==> src/rtl/alu_operand_stage_pkg.sv <==
// -----------------------------------------------------------------------------
// alu_operand_stage_pkg
// Shared sizes, ALU opcode constants and the immediate extender that are used
// by the operand-fetch stage, its register file and the interface that joins
// it to the decoder and the alu16b execute stage.
// -----------------------------------------------------------------------------
package alu_operand_stage_pkg;

    localparam int unsigned WIDTH  = 16;
    localparam int unsigned NREGS  = 16;
    localparam int unsigned ADDR_W = 4;
    localparam int unsigned OP_W   = 4;
    localparam int unsigned IMM_W  = 8;

    // alu16b opcode encodings; the stage only passes op through
    typedef enum logic [OP_W-1:0] {
        ALU_AND  = 4'd0,
        ALU_OR   = 4'd1,
        ALU_ADD  = 4'd2,
        ALU_SUB  = 4'd3,
        ALU_XOR  = 4'd4,
        ALU_NOR  = 4'd5,
        ALU_NAND = 4'd6,
        ALU_INV  = 4'd7
    } alu_op_e;

    // Widen the raw immediate to WIDTH bits, sign- or zero-extended
    function automatic logic [WIDTH-1:0] ext_imm(input logic [IMM_W-1:0] imm,
                                                 input logic             sext);
        logic fill;
        fill = sext & imm[IMM_W-1];
        return {{(WIDTH-IMM_W){fill}}, imm};
    endfunction

endpackage

==> src/rtl/alu_operand_stage_if.sv <==
// -----------------------------------------------------------------------------
// alu_operand_stage_if
// Bundles the decoder-side handshake, writeback port and ALU-side handshake of
// the operand-fetch stage.
//   master : decoder / writeback / execute side (drives instruction fields,
//            flush, writeback, out_ready; observes in_ready and outputs)
//   slave  : the operand stage itself
// -----------------------------------------------------------------------------
interface alu_operand_stage_if;
    import alu_operand_stage_pkg::*;

    // decoder side
    logic              in_valid;
    logic              in_ready;
    logic [ADDR_W-1:0] rs_addr;
    logic [ADDR_W-1:0] rt_addr;
    logic [IMM_W-1:0]  imm;
    logic              use_imm;
    logic              imm_sext;
    logic [OP_W-1:0]   op_in;
    logic              flush;
    // writeback side
    logic              wb_en;
    logic [ADDR_W-1:0] wb_addr;
    logic [WIDTH-1:0]  wb_data;
    // execute side
    logic              out_ready;
    logic              out_valid;
    logic [WIDTH-1:0]  A;
    logic [WIDTH-1:0]  B;
    logic [OP_W-1:0]   op;

    modport master (
        output in_valid, rs_addr, rt_addr, imm, use_imm, imm_sext, op_in, flush,
        output wb_en, wb_addr, wb_data, out_ready,
        input  in_ready, out_valid, A, B, op
    );

    modport slave (
        input  in_valid, rs_addr, rt_addr, imm, use_imm, imm_sext, op_in, flush,
        input  wb_en, wb_addr, wb_data, out_ready,
        output in_ready, out_valid, A, B, op
    );

endinterface

==> src/rtl/alu_operand_stage_reg_file16.sv <==
// -----------------------------------------------------------------------------
// reg_file16
// Register file with two combinational read ports and one synchronous write
// port. r0 always reads zero and ignores writes. A write presented in the same
// cycle as a read of the same (non-zero) address is forwarded to the read port.
// Ports:
//   clk, rst            clock, synchronous active-high reset (clears all regs)
//   ra_i / rdata_a_o    read port A address / data
//   rb_i / rdata_b_o    read port B address / data
//   we_i, wa_i, wd_i    write enable, address, data
// -----------------------------------------------------------------------------
module reg_file16
    import alu_operand_stage_pkg::*;
#(
    parameter int unsigned RF_WIDTH  = WIDTH,
    parameter int unsigned RF_NREGS  = NREGS,
    parameter int unsigned RF_ADDR_W = ADDR_W
) (
    input  logic                 clk,
    input  logic                 rst,
    input  logic [RF_ADDR_W-1:0] ra_i,
    output logic [RF_WIDTH-1:0]  rdata_a_o,
    input  logic [RF_ADDR_W-1:0] rb_i,
    output logic [RF_WIDTH-1:0]  rdata_b_o,
    input  logic                 we_i,
    input  logic [RF_ADDR_W-1:0] wa_i,
    input  logic [RF_WIDTH-1:0]  wd_i
);

    logic [RF_WIDTH-1:0] regs_q [RF_NREGS];
    logic                wr_ok;

    assign wr_ok = we_i && (wa_i != '0);

    always_ff @(posedge clk) begin
        if (rst) begin
            for (int unsigned i = 0; i < RF_NREGS; i++) begin
                regs_q[i] <= '0;
            end
        end else if (wr_ok) begin
            regs_q[wa_i] <= wd_i;
        end
    end

    always_comb begin
        rdata_a_o = '0;
        if (ra_i != '0) begin
            rdata_a_o = (wr_ok && (wa_i == ra_i)) ? wd_i : regs_q[ra_i];
        end
    end

    always_comb begin
        rdata_b_o = '0;
        if (rb_i != '0) begin
            rdata_b_o = (wr_ok && (wa_i == rb_i)) ? wd_i : regs_q[rb_i];
        end
    end

endmodule

==> src/rtl/alu_operand_stage.sv <==
// -----------------------------------------------------------------------------
// alu_operand_stage
// Operand-fetch stage feeding alu16b. Reads rs/rt from the register file
// (with writeback forwarding), picks B from rt or the extended immediate, and
// holds A/B/op in a one-entry output register under a valid/ready handshake.
// Ports:
//   clk, rst   clock, synchronous active-high reset
//   bus        alu_operand_stage_if.slave:
//                in_valid/in_ready, rs_addr, rt_addr, imm, use_imm, imm_sext,
//                op_in, flush  - decoder side
//                wb_en, wb_addr, wb_data                - writeback
//                out_valid/out_ready, A, B, op          - execute side
// -----------------------------------------------------------------------------
module alu_operand_stage
    import alu_operand_stage_pkg::*;
(
    input logic               clk,
    input logic               rst,
    alu_operand_stage_if.slave bus
);

    typedef enum logic {
        ST_EMPTY,
        ST_FULL
    } state_e;

    state_e           state_q, state_d;
    logic [WIDTH-1:0] a_q, a_d;
    logic [WIDTH-1:0] b_q, b_d;
    logic [OP_W-1:0]  op_q, op_d;

    logic [WIDTH-1:0] rs_data;
    logic [WIDTH-1:0] rt_data;
    logic [WIDTH-1:0] b_sel;
    logic             in_ready;
    logic             load;

    reg_file16 #(
        .RF_WIDTH  (WIDTH),
        .RF_NREGS  (NREGS),
        .RF_ADDR_W (ADDR_W)
    ) u_rf (
        .clk       (clk),
        .rst       (rst),
        .ra_i      (bus.rs_addr),
        .rdata_a_o (rs_data),
        .rb_i      (bus.rt_addr),
        .rdata_b_o (rt_data),
        .we_i      (bus.wb_en),
        .wa_i      (bus.wb_addr),
        .wd_i      (bus.wb_data)
    );

    assign b_sel = bus.use_imm ? ext_imm(bus.imm, bus.imm_sext) : rt_data;

    // Ready depends only on the output register, never on in_valid
    assign in_ready = (state_q == ST_EMPTY) || bus.out_ready;
    assign load     = bus.in_valid && in_ready && !bus.flush;

    always_comb begin
        state_d = state_q;
        a_d     = a_q;
        b_d     = b_q;
        op_d    = op_q;
        if (bus.flush) begin
            state_d = ST_EMPTY;
        end else if (load) begin
            // also covers drain+load: the new entry replaces the old one
            state_d = ST_FULL;
            a_d     = rs_data;
            b_d     = b_sel;
            op_d    = bus.op_in;
        end else if ((state_q == ST_FULL) && bus.out_ready) begin
            state_d = ST_EMPTY;
        end
    end

    always_ff @(posedge clk) begin
        if (rst) begin
            state_q <= ST_EMPTY;
            a_q     <= '0;
            b_q     <= '0;
            op_q    <= '0;
        end else begin
            state_q <= state_d;
            a_q     <= a_d;
            b_q     <= b_d;
            op_q    <= op_d;
        end
    end

    assign bus.in_ready  = in_ready;
    assign bus.out_valid = (state_q == ST_FULL);
    assign bus.A         = a_q;
    assign bus.B         = b_q;
    assign bus.op        = op_q;

endmodule

==> src/flat_wrapper.sv <==
// flat-port wrapper written by rule: the top's interface ports become plain ports
module alu_operand_stage_flat import alu_operand_stage_pkg::*;
  (clk, rst, bus_in_valid, bus_rs_addr, bus_rt_addr, bus_imm, bus_use_imm, bus_imm_sext, bus_op_in, bus_flush, bus_wb_en, bus_wb_addr, bus_wb_data, bus_out_ready, bus_in_ready, bus_out_valid, bus_A, bus_B, bus_op);
  alu_operand_stage_if bus_i ();
  input logic clk;
  input logic rst;
  input wire logic [$bits(bus_i.in_valid)-1:0] bus_in_valid;
  input wire logic [$bits(bus_i.rs_addr)-1:0] bus_rs_addr;
  input wire logic [$bits(bus_i.rt_addr)-1:0] bus_rt_addr;
  input wire logic [$bits(bus_i.imm)-1:0] bus_imm;
  input wire logic [$bits(bus_i.use_imm)-1:0] bus_use_imm;
  input wire logic [$bits(bus_i.imm_sext)-1:0] bus_imm_sext;
  input wire logic [$bits(bus_i.op_in)-1:0] bus_op_in;
  input wire logic [$bits(bus_i.flush)-1:0] bus_flush;
  input wire logic [$bits(bus_i.wb_en)-1:0] bus_wb_en;
  input wire logic [$bits(bus_i.wb_addr)-1:0] bus_wb_addr;
  input wire logic [$bits(bus_i.wb_data)-1:0] bus_wb_data;
  input wire logic [$bits(bus_i.out_ready)-1:0] bus_out_ready;
  output wire logic [$bits(bus_i.in_ready)-1:0] bus_in_ready;
  output wire logic [$bits(bus_i.out_valid)-1:0] bus_out_valid;
  output wire logic [$bits(bus_i.A)-1:0] bus_A;
  output wire logic [$bits(bus_i.B)-1:0] bus_B;
  output wire logic [$bits(bus_i.op)-1:0] bus_op;
  assign bus_i.in_valid = bus_in_valid;
  assign bus_i.rs_addr = bus_rs_addr;
  assign bus_i.rt_addr = bus_rt_addr;
  assign bus_i.imm = bus_imm;
  assign bus_i.use_imm = bus_use_imm;
  assign bus_i.imm_sext = bus_imm_sext;
  assign bus_i.op_in = bus_op_in;
  assign bus_i.flush = bus_flush;
  assign bus_i.wb_en = bus_wb_en;
  assign bus_i.wb_addr = bus_wb_addr;
  assign bus_i.wb_data = bus_wb_data;
  assign bus_i.out_ready = bus_out_ready;
  assign bus_in_ready = bus_i.in_ready;
  assign bus_out_valid = bus_i.out_valid;
  assign bus_A = bus_i.A;
  assign bus_B = bus_i.B;
  assign bus_op = bus_i.op;
  alu_operand_stage u_core (.clk(clk), .rst(rst), .bus(bus_i));
endmodule
==> config.mk <==
export PLATFORM = sky130hd
export DESIGN_NAME = alu_operand_stage_flat
export DESIGN_NICKNAME = d
export VERILOG_FILES = /design/src/rtl/alu_operand_stage_pkg.sv /design/src/rtl/alu_operand_stage_if.sv /design/src/rtl/alu_operand_stage_reg_file16.sv /design/src/rtl/alu_operand_stage.sv /design/src/flat_wrapper.sv
export SDC_FILE = /design/constraint.sdc
export NUM_CORES = 1
export LEC_CHECK = 0
export CAP_MARGIN = 20
export CELL_PAD_IN_SITES_DETAIL_PLACEMENT = 1
export CELL_PAD_IN_SITES_GLOBAL_PLACEMENT = 1
export CORE_MARGIN = 1
export CORE_UTILIZATION = 30
export CTS_CLUSTER_DIAMETER = 60
export DETAILED_ROUTE_END_ITERATION = 12
export DONT_BUFFER_PORTS = 1
export PLACE_DENSITY = 0.54
export RECOVER_POWER = 25
export SLEW_MARGIN = 20
export SYNTH_ARGS = -nofsm -noshare
export SYNTH_HDL_FRONTEND = slang
export SYNTH_HIERARCHICAL = 1
export SYNTH_SLANG_ARGS = --single-unit
==> constraint.sdc <==
create_clock -name clk -period 2.5 [get_ports clk]
set_clock_uncertainty 0.1 [all_clocks]
set_input_delay 0.375 -clock clk [delete_from_list [all_inputs] [get_ports clk]]
set_output_delay 0.375 -clock clk [all_outputs]
set_load 0.01 [all_outputs]
### Word-level counts from Yosys, hierarchy flattened

Memories as Yosys holds them, arrays and structs flattened.
Cells that the tools add are included.

| storage, ports and cells | value |
|---|---|
| bits in registers | 37 |
| memory bits (writable) | 256 |
| input bits | 48 |
| output and inout port bits | 38 |
| logic and storage cells | 40 |
| memories kept | 1 |

Memory list:

| memory | depth | bits a word | rd ports | clocked after Yosys merged registers in | wr ports | line | RTL |
|---|---|---|---|---|---|---|---|
| u_core.u_rf.regs_q | 16 | 16 | 2 | 0 | 16 | alu_operand_stage_reg_file16.sv:30 | `logic [RF_WIDTH-1:0] regs_q [RF_NREGS];` |

| cells by class | value |
|---|---|
| eq/ne operators | 2 |
| mux-type cells | 15 |
| bitwise operators | 3 |
| reductions and logical operators | 15 |

Operator list:

| operator | count |
|---|---|
| 16-bit two-way mux | 6 |
| 16-bit OR reduction | 1 |
| 4-bit nonzero test | 3 |
| 4-bit equality test | 2 |
| 1-bit two-way mux | 8 |
| 1-bit logical AND | 6 |
| 4-bit two-way mux | 1 |
| 1-bit NOT | 2 |
| 2-bit AND reduction | 1 |
| 2-bit nonzero test | 1 |
| 2-bit OR reduction | 1 |
| 1-bit bitwise AND | 1 |
| 1-bit logical NOT | 1 |
| 1-bit logical OR | 1 |

### Depth between registers and ports, before layout

| depth | value |
|---|---|
| word-level depth | 7 |
| mapped depth | 10 |

### Hierarchy

The synthesis kept the hierarchy.

By module, submodules not included:

| module | times used | cells each | area an instance (µm²) | sequential area each (µm²) |
|---|---|---|---|---|
| reg_file16 | 1 | 1049 | 14152.3 | 7687.4 |
| alu_operand_stage | 1 | 170 | 1642.8 | 740.7 |

### Worst setup path before layout

No wires, ideal clock.

| path | value |
|---|---|
| path kind | input port to flip-flop |
| start | input port bus_wb_addr[2] |
| end | register u_core.b_q[5] (netlist: u_core/bus.B[5]) |
| library setup time | 0.079 ns |
| arrival time | 1.840 ns |
| required time | 2.321 ns |
| slack | 0.481 ns |
| stages on the path | 9 |
| path buffers | 3 |
| cells stage by stage | buf_2 > xnor2_1 > nand4_2 > or2_1 > clkbuf_2 > buf_4 > a31oi_1 > mux2i_1 > a211oi_2 |

| on the way | value |
|---|---|
| longest elaborated chain between the ends | 6 |
| elaborated cells between the ends (all ways) | 7 |

RTL lines:

| element | line | RTL |
|---|---|---|
| from (decl) | flat_wrapper.sv:16 | `input wire logic [$bits(bus_i.wb_addr)-1:0] bus_wb_addr;` |
| 4-bit nonzero test | alu_operand_stage_reg_file16.sv:33 | `assign wr_ok = we_i && (wa_i != '0);` |
| 1-bit logical AND | alu_operand_stage_reg_file16.sv:33 |  |
| 1-bit logical AND (*) | alu_operand_stage_reg_file16.sv:55 | `rdata_b_o = (wr_ok && (wa_i == rb_i)) ? wd_i : regs_q[rb_i];` |
| 16-bit two-way mux (*) | alu_operand_stage_reg_file16.sv:55 |  |
| 16-bit two-way mux (*) | alu_operand_stage_reg_file16.sv:54 | `if (rb_i != '0) begin` |
| named net u_core.rt_data[5] | alu_operand_stage.sv:33 | `logic [WIDTH-1:0] rt_data;` |
| 16-bit two-way mux (*) | alu_operand_stage.sv:54 | `assign b_sel = bus.use_imm ? ext_imm(bus.imm, bus.imm_sext) : rt_data;` |
| to (signal assigned) | alu_operand_stage.sv:82 | `b_q <= '0;` |
| to (signal assigned) | alu_operand_stage.sv:87 | `b_q <= b_d;` |
| to (decl) | alu_operand_stage.sv:29 | `logic [WIDTH-1:0] b_q, b_d;` |

Mark *: on every way through the listed nets, which the timed path passes. The rest lies on a longest branch.
A chain may end at the register's enable or synchronous reset.

### Final worst setup path

| path | value |
|---|---|
| start | input port bus_rt_addr[3] |
| end | register u_core.b_q[1] (netlist: u_core/bus.B[1]) |

| on the way | value |
|---|---|
| longest elaborated chain between the ends | 5 |
| elaborated cells between the ends (all ways) | 7 |

RTL lines:

| element | line | RTL |
|---|---|---|
| from (decl) | flat_wrapper.sv:9 | `input wire logic [$bits(bus_i.rt_addr)-1:0] bus_rt_addr;` |
| parallel branches: the longest is 3 deep, another holds memory read 16 x 16 bit | n/a |  |
| 16-bit two-way mux (*) | alu_operand_stage_reg_file16.sv:54 |  |
| named net u_core.rt_data[1] | alu_operand_stage.sv:33 |  |
| 16-bit two-way mux (*) | alu_operand_stage.sv:54 |  |

Mark *: on every way through the listed nets, which the timed path passes.

==> results.md <==
- Seq/Total Area, Yosys: 0.534
- Mapped Area: 15,800 um2
- Failing checks: max-capacitance violations, max-slew violations
- Clock root cell: clkbuf_16
- Hold EP: u_core/bus.B[7]
- Area of the multi-input gates: 6770 um2
- Startpoint Class: input port
- Async S/R FF share, synth: 0
- CTS sink cnt: 293
- TritonCTS clock tree: built
- Rel. slew slack: -0.125
- Part of the cycle the worst path needs: 0.951
- R2R Setup Slk: 250 ps
- CP max FO: 22
- Synth cell count leaders: 256 x edfxtp_1, 240 x and2_1, 136 x mux2i_1
- Synth-to-Final Area Change: 13.4%
- Crit end category: flop
- H-tree levels: 2
- Warnings from Yosys: 6
- Cells after DPL: 1,843
- Setup TNS Final: 0 ps
- Fmax: 420 MHz
- Clk buf depth: 3
- CP Data Required Time: 2820 ps
- Leak pwr: 6.25 nW
- Mapped Avg Cell Area: 13.0 um2
- Fin. Hold Viols: 0
- Die Ht: 231 um
- Synth Area in Simple Gates: 0.138
- Hold Crit Depth: 2
- Area leader, netlist: edfxtp_1
- Fin util: 0.347
- Synth top area share: 0.487
- HP Class: input port to flop
- Vias in the first global route: 11,200
- Final Non-Filler Cells: 1,940
- Die span in x: 231 um
- Netlist cell types: 42
- Hold path startpoint: bus_imm[7]
- Post-Route WL: 60,400 um
- First drt pass iteration count: 5
- Num ports: 86
- Port buffer count: 0
- Initial antenna violation count: 5
- Main combinational cell family by area after synthesis: multiplexers
- Worst r2r path cells: 5
- Final setup fails: 0
- Post-CTS setup buffer count: 0
- Clk_lat worst skew: 550 ps
- Largest net degree at the start of global routing: 67
- EDFF count, synth: 256
- Synth top area cells: edfxtp_1 49%, and2_1 9.5%, mux4_2 9.1%
- Mux contribution to synthesized area: 0.179
- Overall via count from detail_route: 10,700
- Maximum capacitance violations: 4
- FP Rows: 83
- Detailed placer's ending HPWL: 38,800 um
- Tot GR Track Use: 0.226
- Critical path class: input port to flop
- Layout fillers: 5,361
- Register area: 8430 um2
- Worst setup startpoint: bus_rt_addr[3]
- First-pass GRT wire length: 85,400 um
- Cell with the most instances after synthesis: edfxtp_1
- Core ar.: 51,600 um2
- Share of cells above drive strength 1: 0.166
- DRT antenna net count: 0
- Drt drc: 0
- CTS clk-pin slew, worst paths: 60 ps
- Synth Area in Adders: 0
- GRT overflow: 0
- Syn Inst Count: 1,219
- FF+latch count, synth: 293
- Compound-Gate Fraction of Synth Area: 0.103
- RSZ-0062 raised after global routing: false
- Main synth FF type: edfxtp_1
- GPL Wtd Cong: 0.917
- CTS buffer count: 36
- Average wire per standard cell: 31.1 um
- Xor/xnor share of the synthesized area: 0.00444
- Worst Path Arrival: 2700 ps
- Max Slew Vio Count: 104
- Initial DRC count: 814
- Full die area: 53,600 um2
- IR Drop Worst-Case VDD: 0.366 mV
- Number of vias per cell: 5.52
- Slew @ Worst Pin: 1690 ps
- Power Density: 683 nW/um2
- Layout Nets: 1,280
- Minimum clock period: 2380 ps
- Status: complete, but fails checks
- Initial Util: 0.306
- R2r endpoint: u_core/bus.A[6]
- Worst R2R Start: u_core/u_rf/regs_q[8][6]
## kinds of logic after synthesis
| group | after synthesis |
|---|---|
| flops | 293 |
| buf+inv | 122 |
| other cells | 1 |
| simple gates | 359 |
| compound gates | 234 |
| mux | 202 |
| xor+xnor | 8 |
## stage by stage
| stage | hold slack (ps) | setup WS (ps) | cell area, um2 | total power, mW |
|---|---|---|---|---|
| floorplan | 354 | 481 | 15900 | 6.77 |
| global placement | 355 | -335 | 16500 | 7.11 |
| detailed placement | 363 | -294 | 16500 | 7.12 |
| CTS | 8.25 | 29.8 | 17900 | 12.4 |
| global route | 29.7 | 87.9 | 17900 | 12.6 |
| finish | 38.3 | 122 | 17900 | 12.2 |
## how the worst max path moves through the flow
stage                           end  slack [ps]  cells past startpoint
CTS                    bus_in_ready          30                      2
detailed placement  u_core/bus.B[1]        -290                      7
finish              u_core/bus.B[1]         120                      7
floorplan           u_core/bus.B[5]         480                      9
global placement    u_core/bus.B[1]        -340                      7
global route        u_core/bus.B[1]          90                      7
## critical path: stages
cell	delay, ps
nand3b_1	580
buf_4	390
o22ai_1	340
a211oi_1	120
a31oi_1	440
mux2i_1	140
a211oi_1	300
## sequential cells by signal, indices dropped and copies added (netlist names)
register              count
u_core/bus.op             4
u_core/bus.out_valid      1
u_core/bus.B             16
u_core/bus.A             16
u_core/u_rf/regs_q      256
## metal layers
metal	global-route usage	vias to the layer above	routed length, um	share of wire
met5	0	-	0	0
met4	0.0919	0	2390	0.040
met3	0.0470	92	3610	0.060
met2	0.380	313	29600	0.49
met1	0.283	5624	24800	0.41
li1	-	4672	-	-
## layout by cell type (no fill, tap or decap), drive strengths merged, types with 3 or more instances in the layout
cell type and instances:
a21oi 38, mux4 64, a211oi 48, dlygate4sd3 30, diode 4, or2 19
o21ai 20, nor2 15, dfxtp 37, xnor2 8, nand3b 4, and2 240
or3b 4, buf 50, o22ai 64, nor2b 3, a31oi 30, mux2i 136
clkbuf 45, clkinv 15, edfxtp 256, conb 16, nand2b 11, o31ai 32
nor3 4, nand3 51
## final cells by class
| type | count | share of cell area |
|---|---|---|
| diodes | 4 | 0.000559 |
| clock inverters | 18 | 0.00768 |
| well taps | 680 | 0.0475 |
| flip-flops and latches | 293 | 0.471 |
| clock buffers | 44 | 0.0544 |
| inverters | 1 | 0.000349 |
| repair buffers | 81 | 0.0408 |
| multi-input cells | 819 | 0.378 |
## what timing repair did
| action | 4_1_cts | 5_1_grt |
|---|---|---|
| resized for setup | 0 | 2 |
| hold buffers | 31 | 0 |
| hold endpoints to repair | 293 | 0 |
| setup endpoints to repair | 0 | 1 |
## power by group
part | internal [mW] | leakage (nW) | total [mW] | switching (mW)
Combinational | 0.563 | 2.96 | 1.38 | 0.815
Sequential | 5.61 | 2.75 | 5.80 | 0.189
Clock | 2.96 | 0.546 | 5.06 | 2.09
No activity file was read; power rests on OpenSTA's default activity.
